### src/rtl/tlc_pkg.sv
// Shared definitions for the traffic light controller: tick width, lamp codes
// and the phase state encoding.
package tlc_pkg;

  localparam int unsigned TICK_W = 7;

  localparam logic [2:0] RED    = 3'b100;
  localparam logic [2:0] YELLOW = 3'b010;
  localparam logic [2:0] GREEN  = 3'b001;

  typedef enum logic [2:0] {
    NS_GREEN  = 3'd0,
    NS_YELLOW = 3'd1,
    ALL_RED_1 = 3'd2,
    EW_GREEN  = 3'd3,
    EW_YELLOW = 3'd4,
    ALL_RED_2 = 3'd5
`ifdef TLC_PED_EN
    ,PED_WALK = 3'd6
`endif
  } state_t;

endpackage

### src/rtl/tick_detect.sv
// Double-registers the upstream tenths count and flags any change as a tick.
module tick_detect
  import tlc_pkg::*;
(
  input  logic              clk,
  input  logic              reset,
  input  logic [TICK_W-1:0] ten_sec,
  output logic              tick
);

  logic [TICK_W-1:0] s1;
  logic [TICK_W-1:0] s2;

  always_ff @(posedge clk or negedge reset) begin
    if (!reset) begin
      s1 <= '0;
      s2 <= '0;
    end else begin
      s1 <= ten_sec;
      s2 <= s1;
    end
  end

  assign tick = (s1 != s2);

endmodule

### src/rtl/traffic_light_fsm.sv
// Two-road phase sequencer stepped by tenths-count ticks.
// Optional pedestrian walk phase enabled by defining TLC_PED_EN.
module traffic_light_fsm
  import tlc_pkg::*;
#(
  parameter int unsigned GREEN_T  = 80,
  parameter int unsigned YELLOW_T = 20,
  parameter int unsigned ALLRED_T = 10,
  parameter int unsigned WALK_T   = 50
) (
  input  logic              clk,
  input  logic              reset,
  input  logic [TICK_W-1:0] ten_sec,
  input  logic              ped_req,
  output logic [2:0]        ns_light,
  output logic [2:0]        ew_light,
  output logic              walk,
  output logic [TICK_W-1:0] phase_remaining
);

  localparam logic [TICK_W-1:0] GREEN_D  = TICK_W'(GREEN_T);
  localparam logic [TICK_W-1:0] YELLOW_D = TICK_W'(YELLOW_T);
  localparam logic [TICK_W-1:0] ALLRED_D = TICK_W'(ALLRED_T);

  state_t            state, state_nxt, advance;
  logic [TICK_W-1:0] elapsed, elapsed_nxt, cur_dur;
  logic              tick;
  logic              illegal;

  tick_detect u_tick_detect (
    .clk     (clk),
    .reset   (reset),
    .ten_sec (ten_sec),
    .tick    (tick)
  );

`ifdef TLC_PED_EN
  localparam logic [TICK_W-1:0] WALK_D = TICK_W'(WALK_T);
  logic ped_pending, ped_pending_nxt;
  logic next_ns, next_ns_nxt;
  logic enter_walk;
`else
  logic unused_ped;
  assign unused_ped = ped_req ^ (WALK_T == 0);
`endif

  always_ff @(posedge clk or negedge reset) begin
    if (!reset) begin
      state   <= NS_GREEN;
      elapsed <= '0;
`ifdef TLC_PED_EN
      ped_pending <= 1'b0;
      next_ns     <= 1'b0;
`endif
    end else begin
      state   <= state_nxt;
      elapsed <= elapsed_nxt;
`ifdef TLC_PED_EN
      ped_pending <= ped_pending_nxt;
      next_ns     <= next_ns_nxt;
`endif
    end
  end

  always_comb begin
    cur_dur  = ALLRED_D;
    advance  = ALL_RED_2;
    illegal  = 1'b0;
    ns_light = RED;
    ew_light = RED;
    case (state)
      NS_GREEN:  begin cur_dur = GREEN_D;  advance = NS_YELLOW; ns_light = GREEN;  end
      NS_YELLOW: begin cur_dur = YELLOW_D; advance = ALL_RED_1; ns_light = YELLOW; end
      ALL_RED_1: begin cur_dur = ALLRED_D; advance = EW_GREEN; end
      EW_GREEN:  begin cur_dur = GREEN_D;  advance = EW_YELLOW; ew_light = GREEN;  end
      EW_YELLOW: begin cur_dur = YELLOW_D; advance = ALL_RED_2; ew_light = YELLOW; end
      ALL_RED_2: begin cur_dur = ALLRED_D; advance = NS_GREEN; end
`ifdef TLC_PED_EN
      PED_WALK:  begin cur_dur = WALK_D;   advance = next_ns ? NS_GREEN : EW_GREEN; end
`endif
      default:   illegal = 1'b1;
    endcase

`ifdef TLC_PED_EN
    // A pending request diverts either all-red exit into the walk phase.
    if (ped_pending && (state == ALL_RED_1 || state == ALL_RED_2))
      advance = PED_WALK;
`endif

    state_nxt   = state;
    elapsed_nxt = elapsed;
    if (illegal) begin
      state_nxt   = ALL_RED_2;
      elapsed_nxt = '0;
    end else if (tick) begin
      if (elapsed == cur_dur - 1'b1) begin
        state_nxt   = advance;
        elapsed_nxt = '0;
      end else begin
        elapsed_nxt = elapsed + 1'b1;
      end
    end

`ifdef TLC_PED_EN
    enter_walk      = !illegal && tick && (elapsed == cur_dur - 1'b1) && (advance == PED_WALK);
    ped_pending_nxt = ped_req | (ped_pending & ~enter_walk);
    next_ns_nxt     = enter_walk ? (state == ALL_RED_2) : next_ns;
`endif
  end

  assign phase_remaining = cur_dur - elapsed;

`ifdef TLC_PED_EN
  assign walk = (state == PED_WALK);
`else
  assign walk = 1'b0;
`endif

endmodule

### config.mk
export PLATFORM = sky130hd
export DESIGN_NAME = traffic_light_fsm
export DESIGN_NICKNAME = d
export VERILOG_FILES = /design/src/rtl/tlc_pkg.sv /design/src/rtl/tick_detect.sv /design/src/rtl/traffic_light_fsm.sv
export SDC_FILE = /design/constraint.sdc
export NUM_CORES = 1
export LEC_CHECK = 0
export CAP_MARGIN = 10
export CORE_MARGIN = 5
export CORE_UTILIZATION = 47
export DETAILED_ROUTE_END_ITERATION = 10
export PLACE_DENSITY = 0.75
export SYNTH_ARGS = -nofsm -noshare
export SYNTH_HDL_FRONTEND = slang
export SYNTH_SLANG_ARGS = --single-unit
### constraint.sdc
create_clock -name clk -period 2.7 [get_ports clk]
set_input_delay 0.54 -clock clk [delete_from_list [all_inputs] [get_ports clk]]
set_output_delay 0.54 -clock clk [all_outputs]
set_load 0.1 [all_outputs]
* Yosys cells after proc, flatten, opt, wreduce, memory -nomap -nowiden
Cells that the tools add are included.
Storage, ports and cells: register bits after elaboration 24, input port bits 10, logic and storage cells 31
Cells by class: add/subtract/negate cells 3, equality and inequality tests 9, mux-type cells 10, reductions and logical operators 5
Operators by type and width (count):
- two-way mux 7 bit | 3
- one-hot mux 3 bit (5 select lines) | 1
- one-hot mux 7 bit (2 select lines) | 1
- one-hot mux 3 bit (2 select lines) | 2
- two-way mux 3 bit | 3
- adder 7 x 1 -> 7 bit, second input constant | 1
- == test 7 bit | 1
- inequality test 7 bit | 1
- subtractor 7 x 1 -> 7 bit, second input constant | 1
- subtractor 7 bit | 1
- == test 3 x 2 -> 1 bit, second input constant | 2
- == test 3 bit, second input constant | 2
- OR reduction 6 bit | 1
- inequality test 2 x 1 -> 1 bit, second input constant | 2
- OR reduction 2 bit | 2
- == test 3 x 1 -> 1 bit, second input constant | 1
- zero test 3 bit | 1
- AND reduction 2 bit | 1

* Logic depth before layout (Yosys ltp)
depth after elaboration 8, depth in mapped cells 15, depth with buffers taken out 12

* Hierarchy
Synthesis repeated with hierarchy kept, for this count alone.
Unflattened totals: cell total of the unflattened synthesis 137, area, all modules 1403.8 um^2
Modules (own cells, without submodules):
- traffic_light_fsm | times used 1, cells an instance 114, area each 979.7 um^2, seq. area each 250.2 um^2
- tick_detect | times used 1, cells an instance 23, area each 424.2 um^2, seq. area each 350.3 um^2

* Least setup slack after synthesis
No wires, ideal clock.
kind reg-to-output, start register state[0], end output port phase_remaining[6], arrival 4.887 ns, required time 2.160 ns, slack -2.727 ns, stages on the path, launching flop included 13, path buffers 2, path through dfrtp_1 buf_6 buf_2 or2_2 nor2_1 or2_2 ha_1 nor2b_1 o21ai_0 nand2b_1 a21oi_1 nor2_1 xnor2_1
On the way: word-level cells in the longest chain between the ends 4
RTL lines:
- start: declaration | RTL line traffic_light_fsm.sv:25 | state_t state, state_nxt, advance;
- start signal: assignment | RTL line traffic_light_fsm.sv:56 | state <= state_nxt;
- == test 3 bit, or another cell as far along | RTL line traffic_light_fsm.sv:71 | case (state)
- OR reduction 2 bit (no line)
- one-hot mux 7 bit (2 select lines) (*) | RTL line traffic_light_fsm.sv:71
- subtractor 7 bit (*) | RTL line traffic_light_fsm.sv:111 | assign phase_remaining = cur_dur - elapsed;
- end: declaration | RTL line traffic_light_fsm.sv:18 | output logic [TICK_W-1:0] phase_remaining
Mark *: on every way between the ends. The rest lies on a longest branch, timed or not.

* Worst setup path after layout
start register state[0], end output port phase_remaining[5]
Same word-level chain as after synthesis.

==> flow_metrics.tcl <==
set metrics [dict create \
    syn_area_sq_um 1410 \
    worstSetupPathType "flip-flop to output port" \
    post-route-min-period_ns 3.04 \
    drive_above_1_share_pct 41.0 \
    required_ns 2.16 \
    final_util_pct 72.4 \
    synthCells 136 \
    grt_pass1_wl_um 5310 \
    io_buffers 21 \
    htree_num_levels 1 \
    cp-start-kind "flip-flop" \
    finClkSkew_ns 0.00683 \
    overflow 0 \
    clkSinkCount 24 \
    maxCapViolCount 0 \
    fmax_mhz 329 \
    setup_slack_ns -0.340 \
    synth_edf_count 0 \
    final_common_cell "buf_4" \
    vias 1092 \
    cts-buffers-inserted 3 \
    yosys_register_bits 24 \
    dieArea_sq_um 4180 \
    grt_pass1_vias 1181 \
    synth_fp_nets 153 \
    period_share_pct 113 \
    place.gp.congestion 0.766 \
    die_height_um 64.7 \
    cts.path.max_buffers 2 \
    rsz0062_at_grt "true" \
    seq_area_sq_um 604 \
    areaGrowthSynthToFinish_pct 44.5 \
    cts_tree "built" \
    rows 19 \
    worstPathArrival_ns 2.50 \
    critical_path.max_fanout 5 \
    final_cell_mix "26 x buf_4, 21 x dfrtp_1, 8 x inv_1, 8 x xor2_1, 8 x clkdlybuf4s50_1" \
    cts-root-buf "clkbuf_4" \
    antenna_found_initial 0 \
    yosysTopAreaCellShare_pct 42.7 \
    vias_per_cell 5.35 \
    dp_hpwl_um 2290 \
    multi_input_area_sq_um 873 \
    fin_nets 191 \
    worstSkewPairLatency_ns 0.31 \
    ys_seq_area_share_pct 42.7 \
    yosysWarningCount 0 \
    initial_core_util_pct 50.1 \
    diodes 0 \
    grt_max_degree 25 \
    final_hold_viol_count 0 \
    drt-pass1-iter-count 4 \
    synth_area_leaders "dfrtp_1 43%, xor2_1 6.9%, ha_1 5.3%, buf_4 3.2%, a22o_1 3.1%" \
    drt_iter0_markers 42 \
    violations "negative setup slack" \
    synth_ff_type "dfrtp_1" \
    io_pins 24 \
    drt_wl_total_um 3120 \
    grt_usage_pct 16.0 \
    coreArea_sq_um 2810 \
    cts_hold_buf 0 \
    yosys.area.top_type "dfrtp_1" \
    hp-class "flip-flop to flip-flop" \
    syn_avg_cell_area_sq_um 10.3 \
    drc 0 \
    wire_per_inst_um 15.3 \
    drtAntennaViolNets 0 \
    slew_violations 0 \
    fp.dieW_um 64.7 \
    synthArstFlopShare_pct 100 \
    synthDistinctLibCells 41 \
    path_clk_slew_ns 0.13 \
    status "finished, violations left" \
    end_kind "output port" \
    nFillCells 194 \
    setup_violations 4 \
]
==> synth_stat cells (4+ instances only) <==
library cell and n:
o21ai_1 5, nor2_1 7, buf_4 6, nand2_1 4, a21oi_1 4, dfrtp_1 24, and3_1 5, ha_1 6
xor2_1 11, inv_1 11, a22o_1 5, nor2b_1 4, and2_1 5, o21ai_0 4, xnor2_1 4
==> timing repair <==
action                     CTS  global route
buffers inserted             2             4
setup endpoints to repair    6            13
pin swaps                    7            14
gates resized for setup      5            17
==> per-stage QoR <==
step	setup slack (ns)	hold slack [ns]	std cells	TNS (ns)	cell area, sq um
finish	-0.340	0.408	204	-0.848	2030
global route	-0.454	0.428	204	-1.47	2030
CTS	-0.349	0.414	201	-0.979	1940
detailed placement	-0.0461	0.383	195	-0.0461	1850
global placement	0.00205	0.381	195	0	1850
floorplan	-0.842	0.244	136	-3.94	1520
==> per-layer routing <==
metal	track usage, %	vias to the layer above	part of all wire, %
li1	-	536	-
met1	18.6	534	40
met2	30.0	18	55
met3	4.15	4	3.8
met4	2.64	0	0.48
met5	0	-	0
==> layout make-up <==
cell class	instances	area share, %
clock buffer	3	1.11
tap	31	1.91
sequential	24	29.8
clock inverter	1	1.48
timing repair buffer	42	20.6
inverter	11	2.16
multi-input combinational	92	43.0
==> path summary, 6_finish.rpt <==
path | from | endpoint | slack (ns) | depth (start not counted)
min | u_tick_detect.s1[6]$_DFF_PN0_ | u_tick_detect.s2[6]$_DFF_PN0_ | 0.41 | 0
min in group asynchronous | reset | u_tick_detect.s1[4]$_DFF_PN0_ | 0.56 | 2
max in group asynchronous | reset | state[1]$_DFFE_PN0P_ | 1.90 | 2
min reg2reg | u_tick_detect.s1[6]$_DFF_PN0_ | u_tick_detect.s2[6]$_DFF_PN0_ | 0.41 | 0
max reg2reg | state[0]$_DFFE_PN0P_ | elapsed[0]$_DFFE_PN0P_ | 0.11 | 14
max | state[0]$_DFFE_PN0P_ | phase_remaining[5] | -0.34 | 11
==> sequential cells by signal (all words and copies together) (netlist names), named ones only <==
register,count
elapsed,7
state,2
u_tick_detect.s2,7
u_tick_detect.s1,7
==> cell families after synthesis <==
family | share of synthesized area (%)
other | 0.267
buffers and inverters | 8.10
DFF | 42.7
and+or+nand+nor | 16.5
xor gates and xnor gates | 9.35
muxes | 1.51
AOI/OAI and AO/OA | 14.8
adders and majority gates | 6.77
==> worst max-delay path: stages, from the launching register on <==
cell and delay (ns):
dfrtp_2 0.47, nand2b_4 0.15, and2_4 0.18, inv_4 0.06
ha_4 0.19, inv_2 0.05, o21bai_1 0.07, a21o_1 0.22
a21o_1 0.22, a21oi_4 0.20, xor2_4 0.18, buf_12 0.19
Power is left out: the tool's default activity adds up to more than one toggle a clock period on the data nets, which glitch-free logic cannot reach.
